**src/rtl/hub75_pixel_fetch_if.sv**
```systemverilog
// ---------------------------------------------------------------------------
// hub75_pixel_fetch_if
//   Bundles the three buses of the HUB75 pixel fetcher:
//     framebuffer read port : fb_rd, fb_addr, fb_rdata
//     buffer swap handshake : swap_req, swap_ack
//     column stream         : px_valid, px_ready, px_rgb0, px_rgb1,
//                             px_row, px_plane, px_last
//   modport master : the fetcher (drives fb_rd/fb_addr, swap_ack, px_*)
//   modport slave  : the environment (RAM, swap requester, LED driver)
//   Parameters must match the ones given to hub75_pixel_fetch.
// ---------------------------------------------------------------------------
interface hub75_pixel_fetch_if #(
    parameter int COLS      = 64,
    parameter int ROW_ADDRS = 32,
    parameter int DEPTH     = 4
);
    localparam int CW = $clog2(COLS);
    localparam int RW = $clog2(ROW_ADDRS);
    localparam int PW = (DEPTH > 1) ? $clog2(DEPTH) : 1;
    localparam int AW = 1 + RW + 1 + CW;

    logic                 fb_rd;
    logic [AW-1:0]        fb_addr;
    logic [3*DEPTH-1:0]   fb_rdata;
    logic                 swap_req;
    logic                 swap_ack;
    logic                 px_valid;
    logic                 px_ready;
    logic [2:0]           px_rgb0;
    logic [2:0]           px_rgb1;
    logic [RW-1:0]        px_row;
    logic [PW-1:0]        px_plane;
    logic                 px_last;

    modport master (
        output fb_rd, fb_addr,
        input  fb_rdata,
        input  swap_req,
        output swap_ack,
        output px_valid,
        input  px_ready,
        output px_rgb0, px_rgb1, px_row, px_plane, px_last
    );

    modport slave (
        input  fb_rd, fb_addr,
        output fb_rdata,
        output swap_req,
        input  swap_ack,
        input  px_valid,
        output px_ready,
        input  px_rgb0, px_rgb1, px_row, px_plane, px_last
    );
endinterface

```
**src/rtl/hub75_pixel_fetch.sv**
```systemverilog
// ---------------------------------------------------------------------------
// hub75_pixel_fetch
//   Pixel source for a HUB75 LED driver. Scans a double-buffered RGB444
//   framebuffer in bit-plane / row / column order. For each column it reads
//   the top-half pixel (y = row) and the bottom-half pixel
//   (y = row + ROW_ADDRS), selects the current bit-plane of each channel and
//   hands one {B,G,R} bit pair per column to the driver over valid/ready.
//
// Ports
//   clk      : clock
//   reset    : synchronous, active-high
//   bus      : hub75_pixel_fetch_if.master
//     fb_rd / fb_addr {buf_sel, y[RW:0], x[CW-1:0]} / fb_rdata {B,G,R}
//                 (fb_rdata valid one cycle after fb_rd)
//     swap_req (pulse in) / swap_ack (pulse out when the buffer flips)
//     px_valid / px_ready / px_rgb0 (top) / px_rgb1 (bottom) /
//     px_row / px_plane / px_last (column == COLS-1)
//
// Build option
//   HUB75_GAMMA_EN : when defined, each 4-bit channel is passed through a
//                    fixed gamma LUT before the bit-plane select (DEPTH must
//                    be 4). When undefined the channels are used linearly.
// ---------------------------------------------------------------------------
module hub75_pixel_fetch #(
    parameter int COLS      = 64,
    parameter int ROW_ADDRS = 32,
    parameter int DEPTH     = 4
) (
    input  logic                 clk,
    input  logic                 reset,
    hub75_pixel_fetch_if.master  bus
);
    localparam int CW = $clog2(COLS);
    localparam int RW = $clog2(ROW_ADDRS);
    localparam int PW = (DEPTH > 1) ? $clog2(DEPTH) : 1;
    localparam int DW = 3 * DEPTH;

    localparam logic [CW-1:0] COL_LAST   = CW'(COLS - 1);
    localparam logic [RW-1:0] ROW_LAST   = RW'(ROW_ADDRS - 1);
    localparam logic [PW-1:0] PLANE_LAST = PW'(DEPTH - 1);

    localparam logic [1:0] S_RD_TOP = 2'd0;
    localparam logic [1:0] S_RD_BOT = 2'd1;
    localparam logic [1:0] S_CAPT   = 2'd2;
    localparam logic [1:0] S_OUT    = 2'd3;

`ifdef HUB75_GAMMA_EN
    if (DEPTH != 4) begin : g_depth_check
        $error("hub75_pixel_fetch: HUB75_GAMMA_EN requires DEPTH == 4");
    end

    function automatic logic [3:0] gamma4(input logic [3:0] v);
        logic [3:0] m;
        m = '0;
        case (v)
            4'd0:  m = 4'd0;
            4'd1:  m = 4'd0;
            4'd2:  m = 4'd0;
            4'd3:  m = 4'd1;
            4'd4:  m = 4'd1;
            4'd5:  m = 4'd1;
            4'd6:  m = 4'd2;
            4'd7:  m = 4'd2;
            4'd8:  m = 4'd3;
            4'd9:  m = 4'd4;
            4'd10: m = 4'd5;
            4'd11: m = 4'd6;
            4'd12: m = 4'd8;
            4'd13: m = 4'd10;
            4'd14: m = 4'd12;
            4'd15: m = 4'd15;
            default: m = 4'd0;
        endcase
        return m;
    endfunction
`endif

    // {B,G,R} bit of the selected plane for one packed pixel.
    function automatic logic [2:0] plane_bits(input logic [DW-1:0] pix,
                                              input logic [PW-1:0] pl);
        logic [DEPTH-1:0] r;
        logic [DEPTH-1:0] g;
        logic [DEPTH-1:0] b;
        r = pix[0       +: DEPTH];
        g = pix[DEPTH   +: DEPTH];
        b = pix[2*DEPTH +: DEPTH];
`ifdef HUB75_GAMMA_EN
        r = gamma4(r);
        g = gamma4(g);
        b = gamma4(b);
`endif
        return {b[pl], g[pl], r[pl]};
    endfunction

    logic [1:0]    state;
    logic [CW-1:0] col;
    logic [RW-1:0] row;
    logic [PW-1:0] plane;
    logic          buf_sel;
    logic          swap_pending;
    logic [DW-1:0] top_pix;

    logic          px_valid_q;
    logic [2:0]    px_rgb0_q;
    logic [2:0]    px_rgb1_q;
    logic [RW-1:0] px_row_q;
    logic [PW-1:0] px_plane_q;
    logic          px_last_q;
    logic          swap_ack_q;

    logic          rd_phase;
    logic          frame_end;

    // The read strobe is decoded from the state but gated by reset so the
    // port is quiet for the whole time reset is held.
    always_comb begin
        rd_phase  = !reset && ((state == S_RD_TOP) || (state == S_RD_BOT));
        frame_end = (col == COL_LAST) && (row == ROW_LAST) && (plane == PLANE_LAST);
    end

    assign bus.fb_rd    = rd_phase;
    assign bus.fb_addr  = rd_phase ? {buf_sel, (state == S_RD_BOT), row, col} : '0;
    assign bus.px_valid = px_valid_q;
    assign bus.px_rgb0  = px_rgb0_q;
    assign bus.px_rgb1  = px_rgb1_q;
    assign bus.px_row   = px_row_q;
    assign bus.px_plane = px_plane_q;
    assign bus.px_last  = px_last_q;
    assign bus.swap_ack = swap_ack_q;

    always_ff @(posedge clk) begin
        if (reset) begin
            state        <= S_RD_TOP;
            col          <= '0;
            row          <= '0;
            plane        <= '0;
            buf_sel      <= 1'b0;
            swap_pending <= 1'b0;
            top_pix      <= '0;
            px_valid_q   <= 1'b0;
            px_rgb0_q    <= '0;
            px_rgb1_q    <= '0;
            px_row_q     <= '0;
            px_plane_q   <= '0;
            px_last_q    <= 1'b0;
            swap_ack_q   <= 1'b0;
        end else begin
            swap_ack_q <= 1'b0;
            if (bus.swap_req) begin
                swap_pending <= 1'b1;
            end

            case (state)
                S_RD_TOP: begin
                    state <= S_RD_BOT;
                end
                S_RD_BOT: begin
                    top_pix <= bus.fb_rdata;
                    state   <= S_CAPT;
                end
                S_CAPT: begin
                    // Bottom pixel is consumed straight off the read data.
                    px_rgb0_q  <= plane_bits(top_pix, plane);
                    px_rgb1_q  <= plane_bits(bus.fb_rdata, plane);
                    px_row_q   <= row;
                    px_plane_q <= plane;
                    px_last_q  <= (col == COL_LAST);
                    px_valid_q <= 1'b1;
                    state      <= S_OUT;
                end
                default: begin
                    if (bus.px_ready) begin
                        px_valid_q <= 1'b0;
                        state      <= S_RD_TOP;

                        if (col == COL_LAST) begin
                            col <= '0;
                            if (row == ROW_LAST) begin
                                row <= '0;
                                if (plane == PLANE_LAST) begin
                                    plane <= '0;
                                end else begin
                                    plane <= plane + PW'(1);
                                end
                            end else begin
                                row <= row + RW'(1);
                            end
                        end else begin
                            col <= col + CW'(1);
                        end

                        // Buffer flips only between frames; a request arriving
                        // on the final transfer still counts for this boundary.
                        if (frame_end && (swap_pending || bus.swap_req)) begin
                            buf_sel      <= ~buf_sel;
                            swap_pending <= 1'b0;
                            swap_ack_q   <= 1'b1;
                        end
                    end
                end
            endcase
        end
    end
endmodule

```
**src/flat_wrapper.sv**
```systemverilog
// flat-port wrapper written by rule: the top's interface ports become plain ports
module hub75_pixel_fetch_flat 
#(
    parameter int COLS      = 64,
    parameter int ROW_ADDRS = 32,
    parameter int DEPTH     = 4
)
  (clk, reset, bus_fb_rd, bus_fb_addr, bus_fb_rdata, bus_swap_req, bus_swap_ack, bus_px_valid, bus_px_ready, bus_px_rgb0, bus_px_rgb1, bus_px_row, bus_px_plane, bus_px_last);
  hub75_pixel_fetch_if #(.COLS(COLS), .ROW_ADDRS(ROW_ADDRS), .DEPTH(DEPTH)) bus_i ();
  input  logic clk;
  input  logic reset;
  output wire logic [$bits(bus_i.fb_rd)-1:0] bus_fb_rd;
  output wire logic [$bits(bus_i.fb_addr)-1:0] bus_fb_addr;
  input wire logic [$bits(bus_i.fb_rdata)-1:0] bus_fb_rdata;
  input wire logic [$bits(bus_i.swap_req)-1:0] bus_swap_req;
  output wire logic [$bits(bus_i.swap_ack)-1:0] bus_swap_ack;
  output wire logic [$bits(bus_i.px_valid)-1:0] bus_px_valid;
  input wire logic [$bits(bus_i.px_ready)-1:0] bus_px_ready;
  output wire logic [$bits(bus_i.px_rgb0)-1:0] bus_px_rgb0;
  output wire logic [$bits(bus_i.px_rgb1)-1:0] bus_px_rgb1;
  output wire logic [$bits(bus_i.px_row)-1:0] bus_px_row;
  output wire logic [$bits(bus_i.px_plane)-1:0] bus_px_plane;
  output wire logic [$bits(bus_i.px_last)-1:0] bus_px_last;
  assign bus_fb_rd = bus_i.fb_rd;
  assign bus_fb_addr = bus_i.fb_addr;
  assign bus_i.fb_rdata = bus_fb_rdata;
  assign bus_i.swap_req = bus_swap_req;
  assign bus_swap_ack = bus_i.swap_ack;
  assign bus_px_valid = bus_i.px_valid;
  assign bus_i.px_ready = bus_px_ready;
  assign bus_px_rgb0 = bus_i.px_rgb0;
  assign bus_px_rgb1 = bus_i.px_rgb1;
  assign bus_px_row = bus_i.px_row;
  assign bus_px_plane = bus_i.px_plane;
  assign bus_px_last = bus_i.px_last;
  hub75_pixel_fetch #(.COLS(COLS), .ROW_ADDRS(ROW_ADDRS), .DEPTH(DEPTH)) u_core (.clk(clk), .reset(reset), .bus(bus_i));
endmodule
```
**config.mk**
```make
export PLATFORM = sky130hd
export DESIGN_NAME = hub75_pixel_fetch_flat
export DESIGN_NICKNAME = d
export VERILOG_FILES = /design/src/rtl/hub75_pixel_fetch_if.sv /design/src/rtl/hub75_pixel_fetch.sv /design/src/flat_wrapper.sv
export SDC_FILE = /design/constraint.sdc
export NUM_CORES = 1
export LEC_CHECK = 0
export ABC_AREA = 1
export BUFFER_PORTS_ARGS = -buffer_cell sky130_fd_sc_hd__buf_2
export CAP_MARGIN = 20
export CORE_MARGIN = 8
export CORE_UTILIZATION = 30
export DETAILED_ROUTE_END_ITERATION = 6
export GPL_TIMING_DRIVEN = 0
export PLACE_DENSITY = 0.62
export SYNTH_ARGS = -nofsm -noshare
export SYNTH_HDL_FRONTEND = slang
export SYNTH_SLANG_ARGS = --single-unit
```
**constraint.sdc**
```tcl
create_clock -name clk -period 1.4 [get_ports clk]
set_input_delay 0 -clock clk [delete_from_list [all_inputs] [get_ports clk]]
set_output_delay 0 -clock clk [all_outputs]
set_load 0.03 [all_outputs]
```
== Word-level counts from Yosys, hierarchy flattened ==
Cells that the tools add are included.

* Memory bits (writable): 0
* Output and inout bits: 30
* Latch bits: 0
* Register bits: 45
* Memories kept: 0
* Bits in read-only memories: 0

* Add/sub/neg operators: 3
* Reduce and logical (&&, ||, !) cells: 18
* Magnitude comparators: 1
* Bitwise operators: 4
* Multipliers: 0
* Multiplexer cells: 25
* Div/mod/pow operators: 0
* Equal/unequal tests: 5
* Shift-type cells: 0

{| class="wikitable"
|+ Operators with widths
! operator !! number
|-
| $mux W13 || 1
|-
| $bmux W1 S2 || 6
|-
| $mux W1 || 12
|-
| $add A6 B1 Y6 const B || 1
|-
| $eq A6 B6 Y1 const B || 1
|-
| $mux W6 || 1
|-
| $pmux W2 S3 || 1
|-
| $reduce_and A3 Y1 || 2
|-
| $add A5 B1 Y5 const B || 1
|-
| $eq A5 B5 Y1 const B || 1
|-
| $mux W5 || 1
|-
| $reduce_or A5 Y1 || 1
|-
| $eq A2 B2 Y1 const B || 2
|-
| $logic_and A1 B1 Y1 || 4
|-
| $mux W2 || 2
|-
| $not A1 Y1 || 4
|-
| $reduce_and A2 Y1 || 2
|-
| $reduce_and A4 Y1 || 1
|-
| $reduce_bool A4 Y1 || 1
|-
| $lt A2 B3 Y1 const B || 1
|-
| $reduce_or A3 Y1 || 1
|-
| $add A2 B1 Y2 const B || 1
|-
| $eq A2 B1 Y1 const B || 1
|-
| $logic_not A2 Y1 || 1
|-
| 5 further kinds || 6
|}

== Depth between registers and ports, before layout ==
* Word-level depth: 7
* Gate-level depth with buffers: 10

== Worst setup path after synthesis ==
OpenSTA, ideal clock, no wires.

* Path kind: register to output
* Start point: register u_core.state[1]
* End point: output bus_fb_addr[10]
* Path slack: -457 ps
* Data arrival time: 1,857 ps
* Required time: 1,400 ps
* Cell stages (with the launch flop): 8
* Cells stage by stage: dfxtp_1 > inv_1 > ha_1 > nor2_1 > nor2_1 > inv_1 > buf_2 > nor2_1

* Cells in the longest elaborated chain, start to end: 4

{| class="wikitable"
|+ RTL lines
! what !! RTL line !! RTL
|-
| start: declaration || hub75_pixel_fetch.sv:95 || <nowiki>logic [1:0] state;</nowiki>
|-
| start signal: assignment || hub75_pixel_fetch.sv:133 || <nowiki>state <= S_RD_TOP;</nowiki>
|-
| start signal: assignment || hub75_pixel_fetch.sv:155 || <nowiki>state <= S_RD_BOT;</nowiki>
|-
| start signal: assignment || hub75_pixel_fetch.sv:159 || <nowiki>state <= S_CAPT;</nowiki>
|-
| $eq A2 B1 Y1 or $logic_not A2 Y1 (tied branches) || hub75_pixel_fetch.sv:117 || <nowiki>rd_phase = !reset && ((state == S_RD_TOP) || (state == S_RD_BOT));</nowiki>
|-
| $logic_or A1 B1 Y1 (*) || hub75_pixel_fetch.sv:117 ||
|-
| $logic_and A1 B1 Y1 (*) || hub75_pixel_fetch.sv:117 ||
|-
| via bus_fb_rd || flat_wrapper.sv:12 || <nowiki>output wire logic [$bits(bus_i.fb_rd)-1:0] bus_fb_rd;</nowiki>
|-
| $mux W13 (*) || hub75_pixel_fetch.sv:122 || <nowiki>assign bus.fb_addr = rd_phase ? {buf_sel, (state == S_RD_BOT), row, col} : '0;</nowiki>
|-
| end: declaration || flat_wrapper.sv:13 || <nowiki>output wire logic [$bits(bus_i.fb_addr)-1:0] bus_fb_addr;</nowiki>
|}

Mark *: on every way through the listed nets, which the timed path passes. The rest lies on a longest branch.

== Final worst setup path ==
* Start point: register u_core.state[1]
* End point: output bus_fb_addr[9]

* Cells in the longest elaborated chain, start to end: 4

{| class="wikitable"
|+ RTL lines
! what !! RTL line
|-
| $eq A2 B1 Y1 or $logic_not A2 Y1 (tied branches) || hub75_pixel_fetch.sv:117
|-
| $logic_or A1 B1 Y1 (*) || hub75_pixel_fetch.sv:117
|-
| $logic_and A1 B1 Y1 (*) || hub75_pixel_fetch.sv:117
|-
| $mux W13 (*) || hub75_pixel_fetch.sv:122
|}

Every way passes the cells marked *; elsewhere a longest branch is shown, timed or not.

==> metrics.md <==
| Metric | Value |
|---|---|
| Antenna Diode Count | `0` |
| Setup CP Type | `reg2out` |
| Min-delay worst type | `in2reg` |
| Synth cell types | `23` |
| Number of enable flip-flop cells after synthesis | `0` |
| Pre-CTS setup slack | `-0.284 ns` |
| CTS clock-pin slew for the worst setup and hold paths | `0.09 ns` |
| Layout area overhead | `42.4%` |
| Pwr Density | `1550 mW/mm^2` |
| Max_slew headroom | `67.2%` |
| Layout fillers | `671` |
| Largest net degree at the start of global routing | `14` |
| Synth top area cells | `dfxtp_1, nor2_1, o21ai_0, inv_1, ha_1` |
| GRT overflow | `0` |
| Placer congestion estimate | `0.832` |
| Synth Instances | `293` |
| Req. time, crit path | `1.40 ns` |
| Clk buf depth | `2` |
| All-Layer GR Usage | `11.9%` |
| CTS root buffer | `clkbuf_8` |
| Most instantiated library cell after synthesis | `nor2_1` |
| Setup violators final | `20` |
| H-Tree Level Count | `2` |
| Layout Cells excl Fill | `448` |
| Clk_lat worst skew | `0.30 ns` |
| Num ports | `46` |
| Clock tree from TritonCTS | `done` |
| Initial Util | `31.0%` |
| CTS Buf Count | `5` |
| Initial drt markers | `116` |
| Fin crit period | `1.51 ns` |
| Slew Viols, Final | `0` |
| Clk sink count | `45` |
| Row count | `30` |
| Slew @ Worst Pin | `0.491 ns` |
| Fin nets | `391` |
| RR Endpoint | `u_core.plane[0]` |
| Layout cells sized above 1 | `30.7%` |
| Max-Cap Viols | `0` |
| Ys Warns | `0` |
| Crit-path max FO | `5` |
| Hold Path Sink | `u_core.bus.px_rgb1[2]` |
| DIE WIDTH | `99.5 um` |
| Worst Reg-to-Reg Cells | `9` |
| Post-route ant nets | `0` |
| RR Startpoint | `u_core.state[1]` |
| Drt pass-1 iters | `4` |
| Final Worst Setup Slack | `-0.111 ns` |
| Outcome | `complete, but fails checks` |
| Total core area | `0.00676 mm^2` |
| Synth Flop Type | `dfxtp_1` |
| Yosys reg bits | `45` |
| First-pass GRT wire length | `9.53 mm` |
| Biggest area consumer among synthesized cells | `dfxtp_1` |
| Fin crit share | `108%` |
| Post-DP HPWL | `4.06 mm` |
| Final WL | `5.77 mm` |
| Mapped Nets | `317` |
| IO buf count | `45` |
| Post-synth ARST share | `0%` |
| Post-Syn Area per Cell | `7.14 um^2` |
| Post-synthesis sequential area ratio | `43.0%` |
| Number of global-route vias before repair | `1958` |
| Initial antenna violation count | `0` |
| Hold Fails Final Rpt | `0` |
| Routed wire per std cell | `12.9 um` |
| Startpoint types | `flip-flop` |
| Yosys top cell area share | `43.0%` |
| Worst clock skew | `0.00948 ns` |
| R2r setup slk | `-0.07 ns` |
| Max Freq | `662 MHz` |
| Hold Path Origin | `reset` |
| Placed Cells | `418` |
| RSZ-0062 raised after global routing | `yes` |
| Die footprint | `0.00991 mm^2` |
| Via-to-Cell Ratio | `4.63` |
| Hold Path Stages | `4` |
| Crit path DAT | `1.51 ns` |
| Die height | `99.5 um` |
| CP Capture Type | `output port` |
| LEAKAGE | `1.35 nW` |
| Maximum vdd drop | `0.708 mV` |
| Post-synth top cells | `nor2_1, o21ai_0, dfxtp_1, inv_1, a21oi_1` |
| Post-Syn Area | `0.00209 mm^2` |
| DR vias | `2076` |
| Residual DRC | `0` |
| Failing checks | `setup timing` |
[state kept, by name (all words and copies together) (netlist names)]
signal,flops
u_core.state,2
u_core.buf_sel,1
u_core.bus.px_last,1
u_core.bus.px_row,5
u_core.top_pix,12
u_core.bus.px_valid,1
u_core.bus.px_rgb1,3
u_core.bus.px_plane,2
u_core.bus.swap_ack,1
u_core.bus.px_rgb0,3
u_core.col,6
u_core.row,5
u_core.plane,2
u_core.swap_pending,1
[per-stage QoR]
stage / hold WS (ns) / power [W] / cell area (um^2) / TNS, ns / util [%]
2_1_floorplan: 0.0434 / 0.00287 / 2130 / -0.649 / -
3_3_place_gp: 0.238 / 0.00330 / 2460 / -3.82 / 36.4
3_5_place_dp: 0.245 / 0.00334 / 2460 / -5.26 / 36.4
4_1_cts: 0.0221 / 0.00462 / 2910 / -1.95 / 43.0
5_1_grt: 0.0650 / 0.00499 / 2980 / -3.57 / 44.1
6_report: 0.0412 / 0.00463 / 2980 / -1.37 / 44.1
[critical path, stage by stage (launching register included)]
cell and delay, ns:
dfxtp_2 0.35, inv_2 0.06, ha_4 0.18, nor2_4 0.16, nor2_4 0.05, inv_4 0.09, buf_8 0.13, nor2_2 0.04
buf_6 0.14
[power breakdown]
part	total, W	leakage [nW]	internal [W]	switching [W]
Sequential	0.00175	0.370	0.00159	0.000164
Clock	0.000802	0.0385	0.000354	0.000449
Combinational	0.00207	0.939	0.000795	0.00128
Total	0.00463	1.35	0.00274	0.00189
[routing by layer]
| metal | global-route usage, % | share of wire (%) | routed length (um) | up-vias |
|---|---|---|---|---|
| met5 | 0 | 0 | 0 | - |
| li1 | - | - | - | 1081 |
| met4 | 3.73 | 0.88 | 51 | 0 |
| met3 | 4.12 | 7.2 | 418 | 6 |
| met2 | 18.4 | 45 | 2590 | 56 |
| met1 | 15.2 | 47 | 2710 | 933 |
[cell type report]
cell class	count	area [um^2]	area share, %
multi-input combinational	199	1150	38.5
sequential	45	910	30.5
timing repair buffer	68	524	17.6
inverter	37	144	4.83
tap	80	100	3.36
clock buffer	7	76.3	2.56
buffer	11	71.3	2.39
clock inverter	1	7.51	0.252
[logic make-up after synthesis]
group	synth area share (%)
buffers and inverters	9.03
AO/OA/AOI/OAI	17.4
adder cells (fa/ha/maj)	4.78
AND/OR/NAND/NOR	24.9
flip-flops	43.0
XOR/XNOR	0.837
[what timing repair did]
item	CTS	global route
setup buffers	4	5
gates cloned	1	0
endpoints found under the hold margin	13	0
hold buffers	13	0
resized for setup	57	18
pin swaps	6	6
setup endpoints to repair	46	53
[worst max-delay path by stage]
stage,startpoint,to,slack (ns),cells past startpoint
2_1_floorplan,u_core.state[1],bus_fb_addr[1],-0.07,7
3_3_place_gp,u_core.state[1],bus_fb_addr[9],-0.24,8
3_5_place_dp,u_core.state[1],bus_fb_addr[9],-0.28,8
4_1_cts,u_core.state[0],bus_fb_addr[9],-0.14,8
5_1_grt,u_core.state[1],u_core.row[3],-0.19,9
6_report,u_core.state[1],bus_fb_addr[9],-0.11,8
[placed cells by master, fill, tap and decap left out, types with 3 or more instances in the layout]
| master | count |
|---|---|
| dlygate4sd3_1 | 13 |
| clkbuf_8 | 6 |
| clkbuf_1 | 4 |
| inv_1 | 30 |
| o21ai_0 | 50 |
| dfxtp_2 | 4 |
| nor2_4 | 10 |
| dfxtp_1 | 40 |
| nor3_1 | 3 |
| inv_2 | 5 |
| a21oi_1 | 16 |
| ha_2 | 3 |
| ha_4 | 3 |
| nand2_1 | 13 |
| nor2_1 | 72 |
| buf_6 | 11 |
| buf_2 | 36 |
| buf_4 | 12 |
| nor2_2 | 6 |
Power figures use the tool's default switching activity.
